`config.mk`:
```
export PLATFORM = sky130hd
export DESIGN_NAME = peripheral_arbiter_wb
export DESIGN_NICKNAME = d
export VERILOG_FILES = /design/src/rtl/peripheral_arbiter_wb.sv
export SDC_FILE = /design/constraint.sdc
export NUM_CORES = 1
export LEC_CHECK = 0
export CORE_AREA = 2 2 132 134
export DETAILED_ROUTE_END_ITERATION = 8
export DIE_AREA = 0 0 134 136
export PLACE_DENSITY = 0.55
export SLEW_MARGIN = 40
export SYNTH_ARGS = -nofsm -noshare
export SYNTH_HDL_FRONTEND = slang
export SYNTH_SLANG_ARGS = --single-unit
```
`constraint.sdc`:
```
create_clock -name wb_clk -period 1.83 [get_ports wb_clk]
set_input_delay 0.366 -clock wb_clk [delete_from_list [all_inputs] [get_ports wb_clk]]
set_output_delay 0.366 -clock wb_clk [all_outputs]
set_load 0.02 [all_outputs]
```
`src/rtl/peripheral_arbiter_wb.sv`:
```
// peripheral_arbiter_wb
//   Round-robin Wishbone arbiter sharing one slave port between MASTERS masters.
//   The grant is held for the owner's whole cycle (cyc high), so bursts are never split.
//   A response watchdog ends accesses the slave never answers with an error to the owner.
//
// Ports
//   wb_clk, wb_rst          clock, asynchronous active-high reset
//   wbm_*_i                 packed master request vectors, master i at slice [i*W +: W]
//   wbm_dat/ack/err/rty_o   per-master responses, only the owner sees non-zero values
//   wbs_*_o                 request of the current owner, all zero while idle
//   wbs_dat/ack/err/rty_i   slave responses
//   grant_o                 registered one-hot grant, zero while idle
module peripheral_arbiter_wb #(
   parameter int unsigned MASTERS = 2,
   parameter int unsigned DW      = 32,
   parameter int unsigned AW      = 32,
   parameter int unsigned TIMEOUT = 255,
   parameter int unsigned TW      = 8
) (
   input  logic                    wb_clk,
   input  logic                    wb_rst,
   input  logic [MASTERS*AW-1:0]   wbm_adr_i,
   input  logic [MASTERS*DW-1:0]   wbm_dat_i,
   input  logic [MASTERS*DW/8-1:0] wbm_sel_i,
   input  logic [MASTERS-1:0]      wbm_we_i,
   input  logic [MASTERS-1:0]      wbm_cyc_i,
   input  logic [MASTERS-1:0]      wbm_stb_i,
   input  logic [MASTERS*3-1:0]    wbm_cti_i,
   input  logic [MASTERS*2-1:0]    wbm_bte_i,
   output logic [MASTERS*DW-1:0]   wbm_dat_o,
   output logic [MASTERS-1:0]      wbm_ack_o,
   output logic [MASTERS-1:0]      wbm_err_o,
   output logic [MASTERS-1:0]      wbm_rty_o,
   output logic [AW-1:0]           wbs_adr_o,
   output logic [DW-1:0]           wbs_dat_o,
   output logic [DW/8-1:0]         wbs_sel_o,
   output logic                    wbs_we_o,
   output logic                    wbs_cyc_o,
   output logic                    wbs_stb_o,
   output logic [2:0]              wbs_cti_o,
   output logic [1:0]              wbs_bte_o,
   input  logic [DW-1:0]           wbs_dat_i,
   input  logic                    wbs_ack_i,
   input  logic                    wbs_err_i,
   input  logic                    wbs_rty_i,
   output logic [MASTERS-1:0]      grant_o
);

   localparam int unsigned IW = (MASTERS > 1) ? $clog2(MASTERS) : 1;
   localparam int unsigned SW = DW / 8;
   localparam bit WD_EN = (TIMEOUT > 0);
   // The timeout fires in the cycle whose stall would make the count reach TIMEOUT.
   localparam logic [TW-1:0] WD_LAST = TW'((TIMEOUT > 0) ? TIMEOUT - 1 : 0);

   typedef enum logic [0:0] {StIdle, StOwned} state_e;

   state_e              state_q;
   logic [IW-1:0]       owner_q;
   logic [IW-1:0]       last_q;
   logic [MASTERS-1:0]  grant_q;
   logic [TW-1:0]       wd_cnt_q;

   logic                owned;
   logic                resp;
   logic                stall;
   logic                timeout;
   logic [IW-1:0]       scan_base;
   logic [IW-1:0]       cand;
   logic                pick_valid;
   logic [IW-1:0]       pick_idx;
   logic [MASTERS-1:0]  pick_oh;

   assign owned   = (state_q == StOwned);
   assign resp    = wbs_ack_i | wbs_err_i | wbs_rty_i;
   // Stall is judged on the owner's own request so the forced-low slave strobe cannot feed back.
   assign stall   = owned & wbm_cyc_i[owner_q] & wbm_stb_i[owner_q] & ~resp;
   assign timeout = WD_EN & stall & (wd_cnt_q == WD_LAST);
   assign grant_o = grant_q;

   // Round-robin scan starting after the base; descending offsets let the nearest requester win.
   // On release the base is the outgoing owner, which therefore comes last in the scan.
   always_comb begin
      scan_base  = owned ? owner_q : last_q;
      cand       = '0;
      pick_valid = 1'b0;
      pick_idx   = '0;
      pick_oh    = '0;
      for (int off = MASTERS; off >= 1; off--) begin
         cand = IW'((int'(scan_base) + off) % MASTERS);
         if (wbm_cyc_i[cand]) begin
            pick_valid = 1'b1;
            pick_idx   = cand;
         end
      end
      if (pick_valid) pick_oh[pick_idx] = 1'b1;
   end

   always_ff @(posedge wb_clk or posedge wb_rst) begin
      if (wb_rst) begin
         state_q  <= StIdle;
         owner_q  <= '0;
         last_q   <= IW'(MASTERS - 1);
         grant_q  <= '0;
         wd_cnt_q <= '0;
      end else begin
         if (WD_EN && stall && !timeout) wd_cnt_q <= wd_cnt_q + 1'b1;
         else                            wd_cnt_q <= '0;

         case (state_q)
            StIdle: begin
               if (pick_valid) begin
                  state_q <= StOwned;
                  owner_q <= pick_idx;
                  grant_q <= pick_oh;
               end
            end
            StOwned: begin
               if (!wbm_cyc_i[owner_q]) begin
                  last_q <= owner_q;
                  if (pick_valid) begin
                     owner_q <= pick_idx;
                     grant_q <= pick_oh;
                  end else begin
                     state_q <= StIdle;
                     grant_q <= '0;
                  end
               end
            end
            default: begin
               state_q <= StIdle;
               grant_q <= '0;
            end
         endcase
      end
   end

   // Request mux towards the slave and response demux back to the owner.
   always_comb begin
      wbs_adr_o = '0;
      wbs_dat_o = '0;
      wbs_sel_o = '0;
      wbs_we_o  = 1'b0;
      wbs_cyc_o = 1'b0;
      wbs_stb_o = 1'b0;
      wbs_cti_o = '0;
      wbs_bte_o = '0;
      if (owned) begin
         wbs_adr_o = wbm_adr_i[int'(owner_q)*AW +: AW];
         wbs_dat_o = wbm_dat_i[int'(owner_q)*DW +: DW];
         wbs_sel_o = wbm_sel_i[int'(owner_q)*SW +: SW];
         wbs_we_o  = wbm_we_i[owner_q];
         wbs_cyc_o = wbm_cyc_i[owner_q] & ~timeout;
         wbs_stb_o = wbm_stb_i[owner_q] & ~timeout;
         wbs_cti_o = wbm_cti_i[int'(owner_q)*3 +: 3];
         wbs_bte_o = wbm_bte_i[int'(owner_q)*2 +: 2];
      end
      wbm_dat_o = '0;
      wbm_ack_o = '0;
      wbm_err_o = '0;
      wbm_rty_o = '0;
      for (int m = 0; m < MASTERS; m++) begin
         wbm_ack_o[m] = grant_q[m] & wbs_ack_i;
         wbm_err_o[m] = grant_q[m] & (wbs_err_i | timeout);
         wbm_rty_o[m] = grant_q[m] & wbs_rty_i;
         if (grant_q[m]) wbm_dat_o[m*DW +: DW] = wbs_dat_i;
      end
   end

endmodule

```
==> impl_metrics.csv <==
group,metric,value,unit
sta,rsz0062_at_grt,"yes",
power_and_ir_drop,vdd_drop_max,357,µV
clock_tree,clk_path_buf_depth,2,
critical_path,path_class,"reg2out",
sta,final_max_slew_viol_count,0,
synthesis,synth_most_common_cell,"nor2b_1",
grt,grt_pass1_wl,20100,µm
sta,relSlewSlack,64.3,%
synthesis,async_flop_share,100,%
synthesis,synth_top_flop_cell,"dfrtp_1",
critical_path,cp_max_fo,5,
floorplanning,die_x,134,µm
critical_path,worstPathArrival,1610,ps
detailed_routing,post_drt_via_cell_ratio,4.06,
synthesis,netlist_area,0.00253,mm²
synthesis,synth-seq-cells,13,
critical_path,cp_data_required_time,1460,ps
grt,antenna_found_initial,0,
detailed_routing,vias,3707,
hold_path,hp-class,"in2async",
synthesis,synth-edff-count,0,
grt,overflow,0,
floorplanning,io_pins,337,
clock_tree,cts_tree,"built",
sta,holdWs,471,ps
grt,grt_pass1_vias,3785,
detailed_routing,wl_per_cell,15.4,µm
floorplanning,core-area,0.0169,mm²
floorplanning,start_util,15.0,%
outcome,violations,"negative setup slack",
place,dp_slack,-723,ps
clock_tree,clock_sinks,13,
final_layout,area_growth,156,%
synthesis,synth_nets,518,
sta,setup_viol,69,
synthesis,synth-seq-area-share,12.9,%
sta,setup_slack,-148,ps
sta,min_period_over_period,108,%
detailed_routing,finalWirelength,14000,µm
final_layout,finalNetCount,879,
clock_tree,numCtsBuffers,3,
synthesis,synth.area.top_cells,"mux2i_1 29%, nor2b_1 19%, and2_1 17%",
final_layout,n_antenna_cell,0,
critical_path,slowest_delay,530,ps
place,io_buffers,336,
clock_tree,htreeDepth,1,
final_layout,drive_gt1_share,21.7,%
critical_path,crit_path_start_kind,"flip-flop",
floorplanning,num_rows,48,
critical_path,cp-end-kind,"output pin",
detailed_routing,ant_nets,0,
sta,hold_viol,0,
outcome,status,"finished, violations left",
synthesis,syn_avg_cell_area,7.74,µm²
grt,grt_use_total,13.5,%
synthesis,synth_top_area_share,29.2,%
sta,fmax,0.506,GHz
synthesis,netlist_instances,327,
synthesis,synth_cell_types,40,
flow_run,maxCapViolCount,0,
sta,tns,-3560,ps
place,place.gp.congestion,0.821,
synthesis,synth_top_area_cell,"mux2i_1",
sta,fin_crit,1980,ps
clock_tree,root_buffer,"clkbuf_16",
grt,grt_max_degree,57,
detailed_routing,dr.first_iter.drc_count,75,
power_and_ir_drop,power_density,509,mW/mm²
synthesis,yosys_warnings,0,
synthesis,synth_common_cells,"75 x nor2b_1, 74 x mux2i_1, 69 x and2_1",
sta,fin_worst_skew,1.33,ps
sta,tightest_slew,534,ps
detailed_routing,drc,0,
power_and_ir_drop,p_leak,3.13,nW
floorplanning,die_area,0.0182,mm²
place,hpwl,11100,µm
floorplanning,die_h,136,µm
detailed_routing,dr.pass1.iters,4,
critical_path,path_cells,"mux2_4, nand4_1, o31ai_2, buf_4",
critical_path,cp_slowest_cell,"dfrtp_4",
clock_tree,clock_latency,240,ps
clock_tree,path_clk_slew,50,ps
## worst max-delay path, delay by kind of cell, from the launching register on
family	cells	cell delay [ps]
and+or+nand+nor	1	190
DFF	1	530
muxes	1	230
buffers and inverters	1	180
AOI/OAI and AO/OA	1	250
## cells by family (layout without fill, tap and decap cells)
family	Yosys count	after routing	share of synthesized area, %
XOR/XNOR	3	3	1.04
AND/OR/NAND/NOR	176	176	42.0
multiplexers	76	76	30.3
flip-flops	13	13	12.9
buffers and inverters	34	394	6.08
adder cells (fa/ha/maj)	2	2	0.988
AO/OA/AOI/OAI	23	23	6.67
## power by group
part,total (mW),internal (mW),leakage (nW),switching (mW)
combinational,2.54,1.34,2.93,1.20
clock,0.409,0.294,0.0382,0.116
sequential,0.345,0.314,0.166,0.0309
## worst paths after layout
| path | start | endpoint | slack (ps) | depth (start not counted) |
|---|---|---|---|---|
| max | owner_q | wbm_err_o[0] | -150 | 4 |
| min | wb_rst | grant_o[0] | 470 | 2 |
| max reg2reg | owner_q | wd_cnt_q[7] | 340 | 4 |
| min reg2reg | last_q | last_q | 540 | 2 |
| max in group asynchronous | wb_rst | owner_q | 960 | 2 |
| min in group wb_clk | last_q | last_q | 540 | 2 |
## metal layers
| metal | GRT usage, % | vias to the layer above | share of wire (%) |
|---|---|---|---|
| met5 | 0 | - | 0 |
| met3 | 3.65 | 18 | 8.3 |
| met4 | 2.72 | 0 | 1.8 |
| met2 | 25.0 | 195 | 51 |
| li1 | - | 1815 | - |
| met1 | 15.5 | 1679 | 39 |
## state kept, by name, summed over array words and instances, names as in the netlist
signal / count
wd_cnt_q: 8
grant_o: 2
last_q: 1
owned: 1
owner_q: 1
## placed cells by master (no fill, tap or decap), types with 7 or more instances in the layout
cell             count
clkdlybuf4s50_1    183
buf_4              102
nor2b_1             75
dlygate4sd2_1       74
mux2i_1             71
and2_1              68
buf_6               13
dfrtp_1              9
nand2_1              8
a21oi_1              7
## metrics by stage
stage               power, mW  cell area, µm²  utilization [%]  instances
detailed placement       2.93            6360             37.7        894
global placement         2.91            6360             37.7        894
floorplan                1.52            2540                -        327
finish                   3.29            6470             38.4        912
CTS                      3.29            6420             38.0        910
global route             3.49            6470             38.4        912
## area by class of cell
| class | instances | area (µm²) |
|---|---|---|
| timing repair buffer | 386 | 3670 |
| clock buffer | 4 | 78.8 |
| tap | 225 | 282 |
| multi-input combinational | 280 | 2100 |
| fill | 1740 | 10400 |
| inverter | 4 | 15.0 |
| sequential | 13 | 333 |
## timing repair
action,CTS,global route
buffers inserted,10,2
gates resized for setup,482,8
setup endpoints to repair,148,77
hold buffers,0,0
hold endpoints to repair,0,0
pin swaps,5,2
gates cloned,2,2
(Power assumes the default switching activity.)
